==> src/rtl/jtpopeye_ps2_keyrx.sv <==
// jtpopeye_ps2_keyrx: raw PS/2 keyboard receiver.
// Turns PS/2 clock/data pins into the 11-bit key event word
// {toggle, pressed, extended, code[7:0]} used by the keyboard latch logic.
// Optional build macro JTPOPEYE_PS2_ERRCNT_EN adds err_cnt, a saturating
// count of frame_err pulses.
module jtpopeye_ps2_keyrx #(
    parameter int unsigned FILTER  = 8,
    parameter int unsigned TIMEOUT = 40000
) (
    input  logic        clk,
    input  logic        rst,
    input  logic        ps2_clk,
    input  logic        ps2_data,
    output logic [10:0] ps2_key,
    output logic        key_valid,
    output logic        frame_err
`ifdef JTPOPEYE_PS2_ERRCNT_EN
    ,
    output logic [7:0]  err_cnt
`endif
);

    localparam int unsigned FW = (FILTER > 1) ? $clog2(FILTER) : 1;
    localparam int unsigned WW = $clog2(TIMEOUT + 1);

    localparam logic [FW-1:0] FLT_MAX = FW'(FILTER - 1);
    localparam logic [WW-1:0] WD_MAX  = WW'(TIMEOUT - 1);

    localparam logic [7:0] CODE_EXT   = 8'hE0;
    localparam logic [7:0] CODE_BRK   = 8'hF0;
    localparam logic [7:0] CODE_PAUSE = 8'hE1;
    localparam logic [2:0] PAUSE_SKIP = 3'd7;

    typedef enum logic [1:0] {
        S_IDLE,
        S_DATA,
        S_PARITY,
        S_STOP
    } state_t;

    // Synchroniser stages
    logic clk_s1_q, clk_s2_q;
    logic dat_s1_q, dat_s2_q;

    // Clock filter
    logic [FW-1:0] flt_cnt_q;
    logic          flt_lvl_q;
    logic          fall_d;

    // Frame receiver
    state_t        state_q;
    logic [2:0]    bitcnt_q;
    logic [7:0]    shift_q;
    logic          par_q;
    logic [WW-1:0] wd_q;
    logic          ext_q;
    logic          brk_q;
    logic [2:0]    skip_q;
    logic          frame_good_d;

    // Two-stage synchronisers for both PS/2 lines (idle level is high)
    always_ff @(posedge clk) begin
        if (rst) begin
            clk_s1_q <= 1'b1;
            clk_s2_q <= 1'b1;
            dat_s1_q <= 1'b1;
            dat_s2_q <= 1'b1;
        end else begin
            clk_s1_q <= ps2_clk;
            clk_s2_q <= clk_s1_q;
            dat_s1_q <= ps2_data;
            dat_s2_q <= dat_s1_q;
        end
    end

    // Debounce the PS/2 clock: level flips only after FILTER differing samples
    always_ff @(posedge clk) begin
        if (rst) begin
            flt_cnt_q <= '0;
            flt_lvl_q <= 1'b1;
        end else if (clk_s2_q != flt_lvl_q) begin
            if (flt_cnt_q == FLT_MAX) begin
                flt_cnt_q <= '0;
                flt_lvl_q <= clk_s2_q;
            end else begin
                flt_cnt_q <= flt_cnt_q + FW'(1);
            end
        end else begin
            flt_cnt_q <= '0;
        end
    end

    // Fall strobe is the cycle in which the filtered level is about to go 1->0;
    // the stop frame check uses the data sampled in that same cycle
    always_comb begin
        fall_d       = flt_lvl_q & ~clk_s2_q & (flt_cnt_q == FLT_MAX);
        frame_good_d = dat_s2_q & (^{shift_q, par_q});
    end

    // Frame FSM with watchdog, prefix tracking and registered event outputs
    always_ff @(posedge clk) begin
        if (rst) begin
            state_q   <= S_IDLE;
            bitcnt_q  <= '0;
            shift_q   <= '0;
            par_q     <= 1'b0;
            wd_q      <= '0;
            ext_q     <= 1'b0;
            brk_q     <= 1'b0;
            skip_q    <= '0;
            ps2_key   <= '0;
            key_valid <= 1'b0;
            frame_err <= 1'b0;
        end else begin
            key_valid <= 1'b0;
            frame_err <= 1'b0;

            if (state_q == S_IDLE) begin
                wd_q <= '0;
            end else if (fall_d) begin
                wd_q <= '0;
            end else begin
                wd_q <= wd_q + WW'(1);
            end

            if (state_q != S_IDLE && !fall_d && wd_q == WD_MAX) begin
                state_q   <= S_IDLE;
                frame_err <= 1'b1;
                ext_q     <= 1'b0;
                brk_q     <= 1'b0;
            end else begin
                case (state_q)
                    S_IDLE: begin
                        if (fall_d && !dat_s2_q) begin
                            state_q  <= S_DATA;
                            bitcnt_q <= '0;
                        end
                    end
                    S_DATA: begin
                        if (fall_d) begin
                            shift_q  <= {dat_s2_q, shift_q[7:1]};
                            bitcnt_q <= bitcnt_q + 3'd1;
                            if (bitcnt_q == 3'd7) begin
                                state_q <= S_PARITY;
                            end
                        end
                    end
                    S_PARITY: begin
                        if (fall_d) begin
                            par_q   <= dat_s2_q;
                            state_q <= S_STOP;
                        end
                    end
                    S_STOP: begin
                        if (fall_d) begin
                            state_q <= S_IDLE;
                            if (!frame_good_d) begin
                                frame_err <= 1'b1;
                                ext_q     <= 1'b0;
                                brk_q     <= 1'b0;
                                skip_q    <= '0;
                            end else if (skip_q != '0) begin
                                skip_q <= skip_q - 3'd1;
                            end else begin
                                case (shift_q)
                                    CODE_EXT:   ext_q  <= 1'b1;
                                    CODE_BRK:   brk_q  <= 1'b1;
                                    CODE_PAUSE: skip_q <= PAUSE_SKIP;
                                    default: begin
                                        ps2_key   <= {~ps2_key[10], ~brk_q, ext_q, shift_q};
                                        key_valid <= 1'b1;
                                        ext_q     <= 1'b0;
                                        brk_q     <= 1'b0;
                                    end
                                endcase
                            end
                        end
                    end
                    default: state_q <= S_IDLE;
                endcase
            end
        end
    end

`ifdef JTPOPEYE_PS2_ERRCNT_EN
    // Saturating count of frame errors
    always_ff @(posedge clk) begin
        if (rst) begin
            err_cnt <= '0;
        end else if (frame_err && err_cnt != 8'hFF) begin
            err_cnt <= err_cnt + 8'd1;
        end
    end
`else
    // No error counter in this build
`endif

endmodule
==> config.mk <==
export PLATFORM = sky130hd
export DESIGN_NAME = jtpopeye_ps2_keyrx
export DESIGN_NICKNAME = d
export VERILOG_FILES = /design/src/rtl/jtpopeye_ps2_keyrx.sv
export SDC_FILE = /design/constraint.sdc
export NUM_CORES = 1
export LEC_CHECK = 0
export CORE_MARGIN = 4
export CORE_UTILIZATION = 47
export DETAILED_ROUTE_END_ITERATION = 7
export HOLD_SLACK_MARGIN = 0.12
export MAX_ROUTING_LAYER = met4
export PLACE_DENSITY = 0.66
export SETUP_SLACK_MARGIN = 0.15
export SLEW_MARGIN = 20
export SYNTH_ARGS = -nofsm -noshare
export SYNTH_HDL_FRONTEND = slang
export SYNTH_SLANG_ARGS = --single-unit
==> constraint.sdc <==
create_clock -name clk -period 2.2 [get_ports clk]
set_input_delay 0.22 -clock clk [delete_from_list [all_inputs] [get_ports clk]]
set_output_delay 0.22 -clock clk [all_outputs]
set_load 0.005 [all_outputs]
* Yosys cells after proc, flatten, opt, wreduce, memory -nomap -nowiden
Index checks and enable logic that the tools add are counted.
** Storage, ports and cells
- Register bits after elaboration :: 56
- Input bits :: 4
- Output and inout port bits :: 13
- Word-level logic and storage cells :: 102
** Cells by class
- $add $sub $neg :: 4
- Equal/unequal tests :: 19
- Multiplexer cells :: 23
- Bitwise logic cells :: 13
- Reduce and logical (&&, ||, !) cells :: 26
** Operators with widths (number)
- $eq A8 B8 Y1 const B :: 3
- $add A16 B1 Y16 const B :: 1
- $eq A16 B16 Y1 const B :: 1
- $reduce_and A4 Y1 :: 4
- $mux W3 :: 5
- $ne A2 B2 Y1 const B :: 7
- $mux W2 :: 5
- $not A1 Y1 :: 10
- $mux W1 :: 9
- $reduce_or A3 Y1 :: 3
- $reduce_xor A9 Y1 :: 1
- $pmux W2 S4 :: 1
- $add A3 B1 Y3 const B :: 2
- $eq A3 B3 Y1 const B :: 2
- $pmux W3 S2 :: 1
- $reduce_and A3 Y1 :: 2
- $reduce_and A6 Y1 :: 1
- $reduce_or A2 Y1 :: 3
- $reduce_or A6 Y1 :: 1
- $reduce_and A5 Y1 :: 1
- $eq A2 B2 Y1 const B :: 2
- $pmux W1 S2 :: 2
- $reduce_bool A2 Y1 :: 2
- $and A1 B1 Y1 :: 3
- 10 further kinds :: 13

* Depth between registers and ports, before layout
Gate-level depths: netlist of the first run.
- Depth after elaboration :: 8
- Gate-level depth with buffers :: 8
- Mapped depth without buffers :: 7

* Least setup slack after synthesis of the first run
OpenSTA, ideal clock, no wires.
- Kind :: register to register
- From :: reg shift_q[0]
- To :: reg ps2_key[10]
- Library setup time :: 0.070 ns
- Data arrival time :: 1.829 ns
- Required time :: 2.130 ns
- Path slack :: 0.301 ns
- Cell stages (with the launch flop) :: 6
- Path buffers :: 0
- Clock period less this slack :: 1.899 ns
- Path through :: dfxtp_1 > xor2_1 > xnor3_2 > xnor2_4 > or4_1 > a21oi_1
** Between the ends
- Cells in the longest elaborated chain, start to end :: 4
- Elaborated cells between the ends (all ways) :: 8
- Those cells by class :: 3 x eq/ne; 2 x bitwise; 3 x reduce/logical
** RTL lines
- start, declared :: RTL line 53 : logic [7:0] shift_q;
- start signal, assigned :: RTL line 141 : shift_q <= {dat_s2_q, shift_q[7:1]};
- $eq A8 B8 Y1 :: RTL line 165 : case (shift_q)
- $reduce_or A3 Y1 (no line)
- $not A1 Y1 (no line)
- $reduce_and A6 Y1 (no line) *
- end signal, assigned :: RTL line 170 : ps2_key <= {~ps2_key[10], ~brk_q, ext_q, shift_q};
- end, declared :: RTL line 14 : output logic [10:0] ps2_key,
Mark *: on every way between the ends. The rest lies on a longest branch, timed or not.
A chain may end at the register's enable or synchronous reset.

* Worst setup path after layout of the first run
- From :: reg flt_cnt_q[0]
- To :: reg ps2_key[10]
** Between the ends
- Cells in the longest elaborated chain, start to end :: 7
** RTL lines
- start, declared :: RTL line 46 : logic [FW-1:0] flt_cnt_q;
- start signal, assigned :: RTL line 86 : flt_cnt_q <= flt_cnt_q + FW'(1);
- $eq A3 B3 Y1 * :: RTL line 96 : fall_d = flt_lvl_q & ~clk_s2_q & (flt_cnt_q == FLT_MAX);
- $and A1 B1 Y1 * :: RTL line 96
- $logic_not A1 Y1 :: RTL line 126 : if (state_q != S_IDLE && !fall_d && wd_q == WD_MAX) begin
- $logic_and A1 B1 Y1 (2 in series) :: RTL line 126
- $not A1 Y1 (no line)
- $reduce_and A6 Y1 (no line) *
Marked as above.

==> results of run 1 <==
[metrics by stage]
stage	setup slack, ns	power [mW]
4_1_cts	0.1566	1.716
2_1_floorplan	0.3009	1.066
3_3_place_gp	0.1849	1.081
3_5_place_dp	0.1283	1.081
6_report	0.2465	1.683
5_1_grt	0.1415	1.758
[layer usage]
metal	vias to the layer above	global-route usage, %
met5	-	-
met4	0	4.651
li1	1050	-
met3	5	3.688
met1	941	20.93
met2	28	25.56
[sequential cells by signal, indices dropped and copies added, names as in the netlist, 2 cells and up]
name       flops
bitcnt_q       3
shift_q        8
ps2_key       11
wd_q          16
flt_cnt_q      3
state_q        2
skip_q         3
[cells in the final DEF (no fill, tap or decap), drive strengths merged, types with 2 or more instances in the layout]
master,count
xor2,12
o211ai,3
inv,8
o21ai,7
nor4,3
nand2,22
nor2,34
a21oi,21
or3,2
xnor3,2
or2,4
nand2b,2
mux2i,14
and3,4
nor3b,2
ha,12
nor3,3
xnor2,5
and2,4
clkbuf,5
or4,2
dfxtp,56
nand3,8
nand4,13
and4,2
o31ai,14
buf,12
clkdlybuf4s50,16
[final timing paths]
check                                   from  slack [ns]     endpoint  cells past startpoint
worst max-delay path            flt_cnt_q[0]        0.25  ps2_key[10]                      7
worst min register to register      clk_s1_q        0.41     clk_s2_q                      1
worst max register to register  flt_cnt_q[0]        0.25  ps2_key[10]                      7
worst min-delay path                clk_s1_q        0.41     clk_s2_q                      1
[layout make-up]
cell class | instances | area, um^2
multi-input cells | 207 | 1409
well taps | 70 | 87.58
inverters | 8 | 30.03
repair buffers | 28 | 250.2
flip-flops and latches | 56 | 1122
clock buffers | 5 | 68.82
fillers | 460 | 2240
clock inverters | 1 | 30.03
[cell usage after synthesis (7+ instances only)]
cell type,count,area [um^2]
nand2_1,22,82.58
ha_1,12,150.1
dfxtp_1,56,1121
xor2_1,12,105.1
inv_1,8,30.03
nand3_1,8,40.04
mux2i_1,13,130.1
o21ai_0,7,35.03
nor2_1,34,127.6
o31ai_1,14,105.1
clkbuf_1,9,33.78
a21oi_1,21,105.1
nand4_1,13,81.33
[worst max-delay path, cell delays in order (launching register included)]
cell and delay [ns]:
dfxtp_1 0.35, ha_1 0.15, ha_1 0.18, and2_2 0.20, nand2_1 0.11, a21o_1 0.25, or4_1 0.52, a21oi_1 0.14
[power groups by stage]
stage	Sequential, mW	Combinational (mW)	Clock (mW)
after floorplan	1.04	0.0238	0
after global placement	1.04	0.0386	0
after detailed placement	1.04	0.0385	0
after CTS	1.02	0.0387	0.659
after global routing	1.02	0.0433	0.695
final	1.02	0.0385	0.626
[what timing repair did]
action / CTS / global route
buffers inserted: 1 / 1
endpoints found under the setup margin: 4 / 17
pin swaps: 1 / 2
resized for setup: 1 / 1
[logic make-up (layout without fill, tap and decap cells)]
family / Yosys count / in the layout / share of synthesized area (%)
AOI/OAI and AO/OA: 52 / 52 / 12.98
xor gates and xnor gates: 19 / 19 / 8.269
adders and majority gates: 12 / 12 / 5.769
buffers and inverters: 19 / 42 / 3.029
DFF: 56 / 56 / 43.08
muxes: 14 / 14 / 5.529
and+or+nand+nor: 110 / 110 / 21.35
==> summary.md, run 1 <==
| Metric | Value |
|---|---|
| Aggregate global-route resource usage | `between 10% and 20%` |
| Initial Util | `49.69%` |
| CTS tree | `yes` |
| Clock slew at reported path FFs | `~0.090 ns` |
| Synth-to-layout area growth | `15.19%` |
| CTS sink cnt | `56` |
| GR Overflow Total | `0` |
| Status | `finished clean` |
| Routed vias/inst | `5.397` |
| Critical Path RT | `2.43 ns` |
| WL met3 | `approximately 170 um` |
| RSZ-0062 raised after global routing | `true` |
| Die Span Y | `82.41 um` |
| Final Critical Period | `1.954 ns` |
| Final cell count without fillers | `375` |
| Clk network pwr share | `37.2%` |
| # setup viols final | `0` |
| Max Cap Viol | `0` |
| Crit. End Element | `register` |
| Pwr dens | `561.4 nW/um^2` |
| First drt pass iteration count | `4` |
| First-pass GRT wire length | `roughly 8400 um` |
| I/O Pins | `17` |
| Cts hold-fix bufs | `0` |
| Async SR Flop Fraction | `0%` |
| Ys flop type | `dfxtp_1` |
| Leak | `between 1 and 1.5 nW` |
| Mapped Cells | `between 200 and 300` |
| Worst slew margin | `60.40%` |
| CP startpoint kind | `register` |
| WHS | `between 0.4 and 0.5 ns` |
| Sequential fraction of the synthesis area | `43.08%` |
| Final Util | `between 50% and 60%` |
| DR top layer | `met4` |
| Worst-path fanout max | `7` |
| I/O Buffers | `16` |
| Number of global-route vias before repair | `1915` |
| Crit path kind | `register to register` |
| Post-Syn Area per Cell | `about 9 um^2` |
| Layout cells sized above 1 | `10.16%` |
| Seq pwr share | `~61%` |
| Pin count of the biggest net entering global routing | `35` |
| Clk Latency, worst-skew pair | `0.30 ns` |
| Crit path DAT | `around 2.2 ns` |
| Root buf cell | `clkbuf_8` |
| Placer Congestion | `0.8897` |
| Setup TNS | `0 ns` |
| Net load switching power | `around 320 uW` |
| Post-synth cell types | `43` |
| Routed wire length per instance | `12.71 um` |
| Hold Path Class | `register to register` |
| Net Sw Frac | `19.29%` |
| CTS Buf Count | `5` |
| Initial antenna violation count | `0` |
| DRC | `0` |
| Final non-filler cell area | `2998 um^2` |
| Die ar. | `approximately 6800 um^2` |
| Die span in x | `82.41 um` |
| P_int | `~1.4 mW` |
| Max-slew violation count | `0` |
| Gate power share | `roughly 2.3%` |
| Placed Cells | `367` |
| Fmax | `511.9 MHz` |
| Worst ir drop on vdd | `between 0.3 and 0.4 mV` |
| # rows | `26` |
| Routed via count | `2024` |
| DRT iter0 DRCs | `84` |
| WL met1 | `around 2400 um` |
| Post-synth EDFFs | `0` |
| Syn. warnings | `0` |
| Worst-margin pin slew | `just under 0.6 ns` |
| Fin. Hold Viols | `0` |
| Period utilization | `88.80%` |
| Clock buffer depth | `2` |
| Met2 wire len | `approximately 2200 um` |
| ANT cells | `0` |
| DP Area | `between 2000 and 3000 um^2` |
| DRT Wirelength | `approximately 4800 um` |
| Syn nets | `298` |
| Layout Skew | `0.009300 ns` |
| Htree depth | `2` |
| Core Box Area | `5238 um^2` |
| Nets | `around 320` |
| Syn Std Cell Area | `around 2600 um^2` |
| Antenna Nets Post-Route | `0` |
| Number of synthesized register bits | `56` |
| Hpwl dp | `3423 um` |
Power figures use the tool's default switching activity.
==> run 2, diff against run 1 <==
--- a/config.mk
+++ b/config.mk
@@ -5,6 +5,7 @@
 export SDC_FILE = /design/constraint.sdc
 export NUM_CORES = 1
 export LEC_CHECK = 0
+export CAP_MARGIN = 20
 export CORE_MARGIN = 4
 export CORE_UTILIZATION = 47
 export DETAILED_ROUTE_END_ITERATION = 7
==> results of run 2 <==
Same layout as run 1: the final DEF is identical, and so are final timing and power.
==> run 3, diff against run 2 <==
--- a/config.mk
+++ b/config.mk
@@ -5,6 +5,7 @@
 export SDC_FILE = /design/constraint.sdc
 export NUM_CORES = 1
 export LEC_CHECK = 0
+export ABC_AREA = 1
 export CAP_MARGIN = 20
 export CORE_MARGIN = 4
 export CORE_UTILIZATION = 47
==> run 3 against run 2 <==
Compared with the run above:
- via count rose by 14%
- sequential power barely moved
- final cell count rose by 23%
- worst hold slack improved by 0.0066 ns
- synthesized area rose by 2.5%
- worst setup slack improved by 0.12 ns
- clock skew rose by 0.00086 ns
- utilization fell by 1.9 points
- total power rose by 0.93%
- final area rose by 1.6%
- critical path type unchanged
- first-iteration DRC count rose by 120%
- critical endpoint is now ps2_key[5]
- clock power rose by 4.2%
==> summary.md, run 3 <==
| Metric | Value |
|---|---|
| Initial antenna violation count | `0` |
| CP top delay family | `simple AND/OR/NAND/NOR gates` |
| Fin. Hold Viols | `0` |
| Aggregate global-route resource usage | `between 10% and 20%` |
| Hold Path Class | `register to register` |
| Cts hold-fix bufs | `0` |
| Max Cap Viol | `0` |
| Clk Latency, worst-skew pair | `about 0.30 ns` |
| Period utilization | `83.56%` |
| DRC | `0` |
| Hpwl dp | `about 4000 um` |
| Sequential fraction of the synthesis area | `42.01%` |
| WHS | `between 0.4 and 0.5 ns` |
| Routed vias/inst | `~5.0` |
| Max-slew violation count | `0` |
| Leading cell type in the layout, fill and taps excluded | `nand2_1` |
| R2R Setup Slk | `0.36 ns` |
| First-pass GRT wire length | `9121 um` |
| Most frequent cells in the layout | `nand2_1, dfxtp_1, inv_1` |
| DP Area | `about 2900 um^2` |
| Largest register by flop count | `wd_q` |
| Top flop regs | `wd_q (16), ps2_key (11), shift_q (8)` |
| Yosys top cell area share | `between 40% and 50%` |
| Crit path DAT | `between 2 and 2.5 ns` |
| First drt pass iteration count | `4` |
| Nets | `around 410` |
| Final non-filler cell area | `slightly above 3000 um^2` |
| Htree depth | `2` |
| Placed Cells | `451` |
| ANT cells | `0` |
| Syn. warnings | `0` |
| Count leader, synth | `nand2_1` |
| Status | `finished clean` |
| Layout Skew | `approximately 0.010 ns` |
| Pin count of the biggest net entering global routing | `25` |
| # rows | `27` |
| # setup viols final | `0` |
| Most common library cells after synthesis | `nand2_1, dfxtp_1, inv_1` |
| Initial Util | `48.47%` |
| Placer Congestion | `between 0.8 and 0.9` |
| DRT Wirelength | `roughly 5200 um` |
| Post-Syn Area per Cell | `7.292 um^2` |
| Setup TNS | `0 ns` |
| RSZ-0062 raised after global routing | `false` |
| Post-synth EDFFs | `0` |
| Number of global-route vias before repair | `~2000` |
| CP startpoint kind | `register` |
| Pwr dens | `~560 nW/um^2` |
| Final Critical Period | `1.838 ns` |
| Fin worst setup slack | `roughly 0.36 ns` |
| Critical Path RT | `2.39 ns` |
| CTS sink cnt | `56` |
| Number of synthesized register bits | `56` |
| Worst-path fanout max | `12` |
| Crit path largest cell delay | `roughly 0.46 ns` |
| Routed wire length per instance | `around 11 um` |
| Post-synth cell types | `36` |
| Mapped Cells | `between 300 and 400` |
| Worst-margin pin slew | `0.4104 ns` |
| DRT iter0 DRCs | `roughly 180` |
| I/O Pins | `17` |
| CTS Buf Count | `5` |
| CTS tree | `yes` |
| Syn nets | `between 300 and 400` |
| Synth top area cells | `dfxtp_1, nand2_1, a21oi_1` |
| Async SR Flop Fraction | `0%` |
| Clock buffer depth | `2` |
| Dpl ws | `between 0.2 and 0.3 ns` |
| Syn Std Cell Area | `2669 um^2` |
| Layout cells sized above 1 | `about a tenth` |
| Die span in x | `~83 um` |
| GR Overflow Total | `0` |
| CP bufs+invs | `1` |
| Worst slew margin | `between 70% and 80%` |
| Crit path kind | `register to register` |
| Most used cell along the critical path | `nand2_1` |
| Worst path slowest cell | `dfxtp_1` |
| Routed via count | `about 2300` |
| Ys flop type | `dfxtp_1` |
| Crit. End Element | `register` |
| Clock slew at reported path FFs | `about 0.090 ns` |
| Cell taking the most area after synthesis | `dfxtp_1` |
| Max FFs per register | `16` |
| Core Box Area | `approximately 5500 um^2` |
| Root buf cell | `clkbuf_8` |
| Leak | `between 1 and 1.5 nW` |
| Final cell count without fillers | `462` |
| Die Span Y | `about 83 um` |
| Fmax | `approximately 540 MHz` |
| Synth-to-layout area growth | `14.11%` |
| Crit path cell chain | `inv_2 -> nand2_1 -> nand2_1 -> nand2_1 -> nand2_1 -> nand2_1 -> nand2_1 -> nand2_2 -> nand3_4 -> nor2_4 -> nand2_2 -> nand2_1 -> a21oi_1` |
| Antenna Nets Post-Route | `0` |
| Die ar. | `6948 um^2` |
| I/O Buffers | `16` |
| Worst ir drop on vdd | `roughly 0.39 mV` |
run 3: cell count changes in the layout (fill, tap and decap cells not counted), sizes merged, moves of 10 or more:
cell | before | now
o21ai | 7 | 18
nand2 | 22 | 86
xor2 | 12 | 1
mux2i | 14 | 0
a21oi | 21 | 37
o31ai | 14 | 1
nand4 | 13 | 3
inv | 8 | 46
nand3 | 8 | 33
run 3: path summary, 6_finish.rpt:
check,from,end,depth (start not counted)
setup reg to reg,par_q,ps2_key[5],13
hold / removal,dat_s1_q,dat_s2_q,1
hold reg to reg,dat_s1_q,dat_s2_q,1
setup / recovery,par_q,ps2_key[5],13
run 3: layer usage:
| metal | up-vias | wire length (um) | part of all wire (%) | track usage [%] |
|---|---|---|---|---|
| met5 | - | 0 | 0 | - |
| met4 | 0 | 42 | 0.81 | 3.715 |
| met3 | 4 | 179 | 3.5 | 3.175 |
| met2 | 31 | 2274 | 44 | 24.20 |
| met1 | 1040 | 2673 | 52 | 22.37 |
| li1 | 1236 | - | - | - |
run 3: timing repair:
item                       4_1_cts  5_1_grt
gates resized for setup          0        1
setup endpoints to repair        0       12
buffers inserted                 0        3
run 3: cell type report:
cell class                      count  area [um^2]
Fill cell                         555         2461
Multi-Input combinational cell    255         1325
Inverter                           46        172.7
Tap cell                           72        90.09
Clock buffer                        6        72.57
Timing Repair Buffer               25        227.7
Clock inverter                      2        35.03
Sequential cell                    56         1122
run 3: kinds of logic after synthesis:
family / count (synthesis) / share of synthesized area (%)
buf+inv: 55 / 8.345
flops: 56 / 42.01
simple gates: 175 / 29.21
xor+xnor: 3 / 1.266
compound gates: 65 / 13.55
fa+ha+maj: 12 / 5.626
run 3: per-stage QoR:
stage,power (mW),util [%]
2_1_floorplan,1.057,-
3_3_place_gp,1.070,52.92
3_5_place_dp,1.071,52.92
4_1_cts,1.723,54.87
5_1_grt,1.781,55.31
6_report,1.699,55.31
run 3: worst register-to-register path: cells and delay by family, from the launching register on:
kind	cells	cell delay [ns]
simple gates	11	1.11
flops	1	0.46
compound gates	1	0.06
buf+inv	1	0.11
run 3: power by group:
part           switching (mW)  leakage, nW  internal [mW]
combinational          0.0160        0.739         0.0118
sequential            0.00231        0.452           1.02
clock                   0.314       0.0552          0.338
total                   0.332         1.25           1.37
